## src/rtl/mem_port_arbiter.sv

```systemverilog
// ============================================================================
//  Module      : mem_port_arbiter
//  Description : Two-requester (fetch / load-store) arbiter for a single
//                variable-latency memory port, one outstanding transaction.
//  Revision    : 1.0 - initial release
// ============================================================================
`default_nettype none

module mem_port_arbiter #(
    parameter int ADDR_W        = 32,
    parameter int DATA_W        = 32,
    parameter int LS_STREAK_MAX = 2
) (
    input  logic                  clk,
    input  logic                  reset,
    input  logic                  if_req,
    input  logic [ADDR_W-1:0]     if_addr,
    output logic                  if_gnt,
    output logic                  if_done,
    output logic [DATA_W-1:0]     if_rdata,
    input  logic                  ls_req,
    input  logic                  ls_we,
    input  logic [ADDR_W-1:0]     ls_addr,
    input  logic [DATA_W-1:0]     ls_wdata,
    input  logic [DATA_W/8-1:0]   ls_wmask,
    output logic                  ls_gnt,
    output logic                  ls_done,
    output logic [DATA_W-1:0]     ls_rdata,
    output logic                  mem_req,
    output logic                  mem_we,
    output logic [ADDR_W-1:0]     mem_addr,
    output logic [DATA_W-1:0]     mem_wdata,
    output logic [DATA_W/8-1:0]   mem_wmask,
    input  logic                  mem_ready,
    input  logic [DATA_W-1:0]     mem_rdata
);

    localparam logic [1:0] c_streak_max = 2'(LS_STREAK_MAX);

    typedef enum logic [1:0] {
        ST_IDLE    = 2'd0,
        ST_IF_BUSY = 2'd1,
        ST_LS_BUSY = 2'd2
    } state_t;

    state_t                r_state;
    state_t                w_state_nxt;
    logic [1:0]            r_ls_streak;
    logic                  w_if_gnt;
    logic                  w_ls_gnt;
    logic                  r_if_done;
    logic                  r_ls_done;
    logic [DATA_W-1:0]     r_if_rdata;
    logic [DATA_W-1:0]     r_ls_rdata;
    logic                  r_mem_req;
    logic                  r_mem_we;
    logic [ADDR_W-1:0]     r_mem_addr;
    logic [DATA_W-1:0]     r_mem_wdata;
    logic [DATA_W/8-1:0]   r_mem_wmask;

    always_ff @(posedge clk or negedge reset) begin
        if (!reset) begin
            r_state <= ST_IDLE;
        end else begin
            r_state <= w_state_nxt;
        end
    end

    // Load/store normally wins; fetch is forced through once the streak saturates.
    always_comb begin
        w_if_gnt    = 1'b0;
        w_ls_gnt    = 1'b0;
        w_state_nxt = r_state;
        case (r_state)
            ST_IDLE: begin
                if (if_req && (!ls_req || (r_ls_streak == c_streak_max))) begin
                    w_if_gnt    = 1'b1;
                    w_state_nxt = ST_IF_BUSY;
                end else if (ls_req) begin
                    w_ls_gnt    = 1'b1;
                    w_state_nxt = ST_LS_BUSY;
                end
            end
            ST_IF_BUSY, ST_LS_BUSY: begin
                if (mem_ready) begin
                    w_state_nxt = ST_IDLE;
                end
            end
            default: w_state_nxt = ST_IDLE;
        endcase
    end

    always_ff @(posedge clk or negedge reset) begin
        if (!reset) begin
            r_ls_streak <= 2'd0;
        end else if (w_if_gnt) begin
            r_ls_streak <= 2'd0;
        end else if (w_ls_gnt) begin
            if (!if_req) begin
                r_ls_streak <= 2'd0;
            end else if (r_ls_streak != c_streak_max) begin
                r_ls_streak <= r_ls_streak + 2'd1;
            end
        end
    end

    always_ff @(posedge clk or negedge reset) begin
        if (!reset) begin
            r_mem_req   <= 1'b0;
            r_mem_we    <= 1'b0;
            r_mem_addr  <= '0;
            r_mem_wdata <= '0;
            r_mem_wmask <= '0;
            r_if_done   <= 1'b0;
            r_ls_done   <= 1'b0;
            r_if_rdata  <= '0;
            r_ls_rdata  <= '0;
        end else begin
            r_if_done <= 1'b0;
            r_ls_done <= 1'b0;
            if (w_if_gnt) begin
                r_mem_req   <= 1'b1;
                r_mem_we    <= 1'b0;
                r_mem_addr  <= if_addr;
                r_mem_wdata <= '0;
                r_mem_wmask <= '0;
            end else if (w_ls_gnt) begin
                r_mem_req   <= 1'b1;
                r_mem_we    <= ls_we;
                r_mem_addr  <= ls_addr;
                r_mem_wdata <= ls_wdata;
                r_mem_wmask <= ls_wmask;
            end else if ((r_state != ST_IDLE) && mem_ready) begin
                r_mem_req <= 1'b0;
                if (r_state == ST_IF_BUSY) begin
                    r_if_rdata <= mem_rdata;
                    r_if_done  <= 1'b1;
                end else begin
                    // Stores complete without disturbing the last load result.
                    if (!r_mem_we) begin
                        r_ls_rdata <= mem_rdata;
                    end
                    r_ls_done <= 1'b1;
                end
            end
        end
    end

    assign if_gnt    = w_if_gnt;
    assign ls_gnt    = w_ls_gnt;
    assign if_done   = r_if_done;
    assign ls_done   = r_ls_done;
    assign if_rdata  = r_if_rdata;
    assign ls_rdata  = r_ls_rdata;
    assign mem_req   = r_mem_req;
    assign mem_we    = r_mem_we;
    assign mem_addr  = r_mem_addr;
    assign mem_wdata = r_mem_wdata;
    assign mem_wmask = r_mem_wmask;

endmodule

`default_nettype wire

```

## config.mk

```make
export PLATFORM = sky130hd
export DESIGN_NAME = mem_port_arbiter
export DESIGN_NICKNAME = d
export VERILOG_FILES = /design/src/rtl/mem_port_arbiter.sv
export SDC_FILE = /design/constraint.sdc
export NUM_CORES = 1
export LEC_CHECK = 0
export BUFFER_PORTS_ARGS = -buffer_cell sky130_fd_sc_hd__buf_2
export CAP_MARGIN = 10
export CELL_PAD_IN_SITES_DETAIL_PLACEMENT = 1
export CELL_PAD_IN_SITES_GLOBAL_PLACEMENT = 1
export CORE_ASPECT_RATIO = 0.9
export CORE_MARGIN = 4
export CORE_UTILIZATION = 39
export CTS_BUF_LIST = sky130_fd_sc_hd__clkbuf_8
export CTS_CLUSTER_SIZE = 16
export DETAILED_ROUTE_END_ITERATION = 7
export PLACE_DENSITY = 0.95
export SKIP_LAST_GASP = 1
export SLEW_MARGIN = 10
export SYNTH_ARGS = -nofsm -noshare
export SYNTH_HDL_FRONTEND = slang
export SYNTH_SLANG_ARGS = --single-unit
```

## constraint.sdc

```tcl
create_clock -name clk -period 5.22 [get_ports clk]
set_input_delay 0.522 -clock clk [delete_from_list [all_inputs] [get_ports clk]]
set_output_delay 0.522 -clock clk [all_outputs]
set_load 0.02 [all_outputs]
```

==> flow_results.xml <==
<?xml version="1.0" encoding="UTF-8"?>
<metrics>
  <group name="sta">
    <metric name="postLayoutSetupSlackWorst" unit="ns">2.12</metric>
    <metric name="timing.setup.tns" unit="ns">0</metric>
    <metric name="finalSetupViolations" unit="">0</metric>
    <metric name="slew_headroom" unit="">0.202</metric>
    <metric name="timing.final.crit_share" unit="">0.594</metric>
    <metric name="setup_repair_after_global_routing_missed_its_margin" unit="">false</metric>
    <metric name="max_freq" unit="MHz">322</metric>
    <metric name="slew_violations" unit="">0</metric>
    <metric name="timing_hold_violations_final" unit="">0</metric>
    <metric name="max_slew.worst_pin.slew" unit="ns">1.20</metric>
    <metric name="period_needed" unit="ns">3.10</metric>
    <metric name="worst_clock_skew" unit="ns">0.0131</metric>
  </group>
  <group name="placed_design">
    <metric name="place_hpwl" unit="um">12500</metric>
    <metric name="placed_cells_incl_taps" unit="">839</metric>
    <metric name="port_buffers" unit="">275</metric>
    <metric name="gp_congestion" unit="">0.802</metric>
    <metric name="place_ws" unit="ns">2.55</metric>
  </group>
  <group name="floorplanning">
    <metric name="num_rows" unit="">40</metric>
    <metric name="floorplan.initialDensity" unit="">0.404</metric>
    <metric name="placeableCoreArea" unit="mm^2">0.0136</metric>
    <metric name="io_pins" unit="">276</metric>
    <metric name="die_x" unit="um">133</metric>
    <metric name="dieArea" unit="mm^2">0.0160</metric>
    <metric name="die_h" unit="um">120</metric>
  </group>
  <group name="layout">
    <metric name="final_layout_size_suffix_gt1_frac" unit="">0.562</metric>
    <metric name="fill_cells" unit="">1493</metric>
    <metric name="layout.nets" unit="">810</metric>
    <metric name="final_common_cell" unit="">sky130_fd_sc_hd__buf_2</metric>
    <metric name="commonest_cells_after_routing_fill_and_taps_aside" unit="">274 x sky130_fd_sc_hd__buf_2, 140 x sky130_fd_sc_hd__dfrtp_1, 64 x sky130_fd_sc_hd__mux2_2</metric>
    <metric name="n_antenna_cell" unit="">0</metric>
    <metric name="area.growth.synth_to_final" unit="%">35.8</metric>
    <metric name="instances_no_fill" unit="">871</metric>
  </group>
  <group name="setup_path">
    <metric name="cp.arrival" unit="ns">2.58</metric>
    <metric name="worst_r2r_startpoint" unit="">r_state[0]</metric>
    <metric name="critPathKind" unit="">reg2out</metric>
    <metric name="timing.rr.end" unit="">mem_addr[28]</metric>
    <metric name="timing.reg2reg.worst_path_depth" unit="">5</metric>
    <metric name="cp-end-kind" unit="">output port</metric>
    <metric name="timing.critical_path.buf_inv" unit="">2</metric>
    <metric name="crit_family" unit="">simple AND/OR/NAND/NOR gates</metric>
    <metric name="crit_required" unit="ns">4.70</metric>
    <metric name="cp_slowest_stage_delay" unit="ns">0.73</metric>
    <metric name="crit_path_max_fo" unit="">33</metric>
    <metric name="crit_path_cell_trace" unit="">inv_1 &gt; ha_1 &gt; nand2_1 &gt; nor2_1 &gt; buf_2</metric>
    <metric name="crit_slowest_cell" unit="">sky130_fd_sc_hd__nand2_1</metric>
    <metric name="worst_setup_path_start_kind" unit="">register</metric>
    <metric name="crit_path_start" unit="">r_state[0]</metric>
    <metric name="timing.reg2reg.setup_slack" unit="ns">2.89</metric>
  </group>
  <group name="routing">
    <metric name="viasPerCell" unit="">5.08</metric>
    <metric name="drtPass1Iterations" unit="">4</metric>
    <metric name="routed-via-count" unit="">4424</metric>
    <metric name="final_wirelength" unit="um">16800</metric>
    <metric name="drt.antenna.violating_nets" unit="">0</metric>
    <metric name="routed_wire_length_per_instance" unit="um">19.3</metric>
    <metric name="initialDrtViolationCount" unit="">132</metric>
    <metric name="drcViolationCount" unit="">0</metric>
  </group>
  <group name="cts">
    <metric name="cts-root-to-sink-buffers" unit="">2</metric>
    <metric name="post_cts_resize_count" unit="">0</metric>
    <metric name="cts.clk_slew.worst_paths" unit="ns">0.08</metric>
    <metric name="tritoncts" unit="">built</metric>
    <metric name="insertion_delay" unit="ns">0.43</metric>
    <metric name="clock-root-buffer" unit="">sky130_fd_sc_hd__clkbuf_8</metric>
    <metric name="cts_hold_buffers" unit="">0</metric>
    <metric name="cts_max_level" unit="">4</metric>
    <metric name="clock_sinks" unit="">140</metric>
    <metric name="tritoncts.num_buffers" unit="">17</metric>
    <metric name="post_cts_buffers" unit="">0</metric>
  </group>
  <group name="grt">
    <metric name="grt_overflow_total" unit="">0</metric>
    <metric name="first_global_vias" unit="">4760</metric>
    <metric name="gr-usage-all-layers" unit="">0.207</metric>
    <metric name="antenna_found_initial" unit="">0</metric>
    <metric name="global_route_wire_length_before_repair" unit="um">26000</metric>
    <metric name="pin_count_of_the_biggest_net_entering_global_routing" unit="">79</metric>
  </group>
  <group name="synth">
    <metric name="number_of_warnings_reported_in_the_yosys_synthesis_log" unit="">0</metric>
    <metric name="synthArstFlopShare" unit="">1.00</metric>
    <metric name="post_synth_num_cell_types" unit="">26</metric>
    <metric name="synth_edf_count" unit="">0</metric>
    <metric name="post_synth_inst_count" unit="">399</metric>
    <metric name="ys_ff_latch" unit="">140</metric>
    <metric name="ys_flop_type" unit="">sky130_fd_sc_hd__dfrtp_1</metric>
    <metric name="yosysSeqAreaShare" unit="">0.639</metric>
    <metric name="postSynthNetCount" unit="">540</metric>
    <metric name="mapped_cell_area" unit="mm^2">0.00548</metric>
    <metric name="synthesis.area_per_instance" unit="um^2">13.7</metric>
  </group>
  <group name="power">
    <metric name="p_sw" unit="uW">2140</metric>
    <metric name="comb_power_share" unit="">0.448</metric>
    <metric name="vdd_drop_max" unit="V">0.000303</metric>
    <metric name="cellPowerDensity" unit="mW/mm^2">693</metric>
    <metric name="seq_power_share" unit="">0.365</metric>
    <metric name="internal-power" unit="uW">3020</metric>
    <metric name="total_leakage_power" unit="uW">0.00385</metric>
    <metric name="switching_share" unit="">0.414</metric>
    <metric name="clockPowerShare" unit="">0.187</metric>
  </group>
  <group name="hold_path">
    <metric name="worstHoldPathType" unit="">in2async</metric>
  </group>
  <group name="status">
    <metric name="run_status" unit="">completed</metric>
  </group>
  <group name="flow_run">
    <metric name="cap_violations" unit="">0</metric>
  </group>
</metrics>
==> registers in the layout, indices dropped and copies added, names as in the netlist <==
register / flops
r_ls_streak: 2
if_done: 1
r_state: 2
mem_req: 1
mem_addr: 32
mem_wdata: 32
mem_wmask: 4
mem_we: 1
ls_done: 1
ls_rdata: 32
if_rdata: 32
==> stage by stage <==
stage | power (uW) | hold slack (ns) | util | cell area (um^2)
finish | 5160 | 0.110 | 0.549 | 7440
detailed placement | 4230 | 0.476 | 0.516 | 6990
floorplan | 3360 | 0.226 | - | 5480
CTS | 5220 | 0.107 | 0.549 | 7440
global route | 5460 | 0.125 | 0.549 | 7440
global placement | 4070 | 0.466 | 0.516 | 6990
==> cells by family after synthesis <==
family,Yosys count,synth area share
AOI/OAI and AO/OA,108,0.147
adders and majority gates,3,0.00685
and+or+nand+nor,16,0.0176
muxes,66,0.135
buffers and inverters,66,0.0543
DFF,140,0.639
==> cell type report <==
| cell class | count | area (um^2) | area share |
|---|---|---|---|
| clock buffers | 19 | 262 | 0.0351 |
| clock inverters | 13 | 188 | 0.0252 |
| inverters | 37 | 139 | 0.0187 |
| multi-input cells | 193 | 1700 | 0.228 |
| flip-flops and latches | 140 | 3500 | 0.471 |
| well taps | 189 | 236 | 0.0318 |
| repair buffers | 280 | 1420 | 0.191 |
==> power by group through the flow <==
stage,clock (uW),sequential [uW],combinational [uW]
final,967,1880,2310
after global routing,1050,1940,2470
after CTS,996,1880,2350
after detailed placement,0,1890,2340
after global placement,0,1850,2220
after floorplan,0,2450,909
==> routing by layer <==
metal	wire [um]	track usage
met5	0	0
met4	282	0.0617
met3	1360	0.0670
met2	8630	0.360
met1	6520	0.245
==> worst max path at each step <==
stage | to | slack (ns) | cells past startpoint
6_report | if_gnt | 2.12 | 5
5_1_grt | if_gnt | 1.86 | 5
4_1_cts | if_gnt | 2.06 | 5
3_5_place_dp | if_gnt | 2.55 | 5
3_3_place_gp | if_gnt | 2.77 | 5
2_1_floorplan | ls_gnt | 3.36 | 6
==> cells in the mapped netlist, types with 2 or more instances <==
cell type	instances	area, um^2
sky130_fd_sc_hd__a21oi_1	33	165
sky130_fd_sc_hd__a22o_1	37	324
sky130_fd_sc_hd__buf_2	15	75.1
sky130_fd_sc_hd__buf_6	4	45.0
sky130_fd_sc_hd__clkbuf_1	8	30.0
sky130_fd_sc_hd__dfrtp_1	140	3500
sky130_fd_sc_hd__ha_1	3	37.5
sky130_fd_sc_hd__inv_1	37	139
sky130_fd_sc_hd__mux2_2	64	721
sky130_fd_sc_hd__nand2_1	4	15.0
sky130_fd_sc_hd__nor2_1	5	18.8
sky130_fd_sc_hd__nor2b_1	2	12.5
sky130_fd_sc_hd__o21ai_0	3	15.0
sky130_fd_sc_hd__o32ai_1	32	280
(Power assumes the default switching activity.)
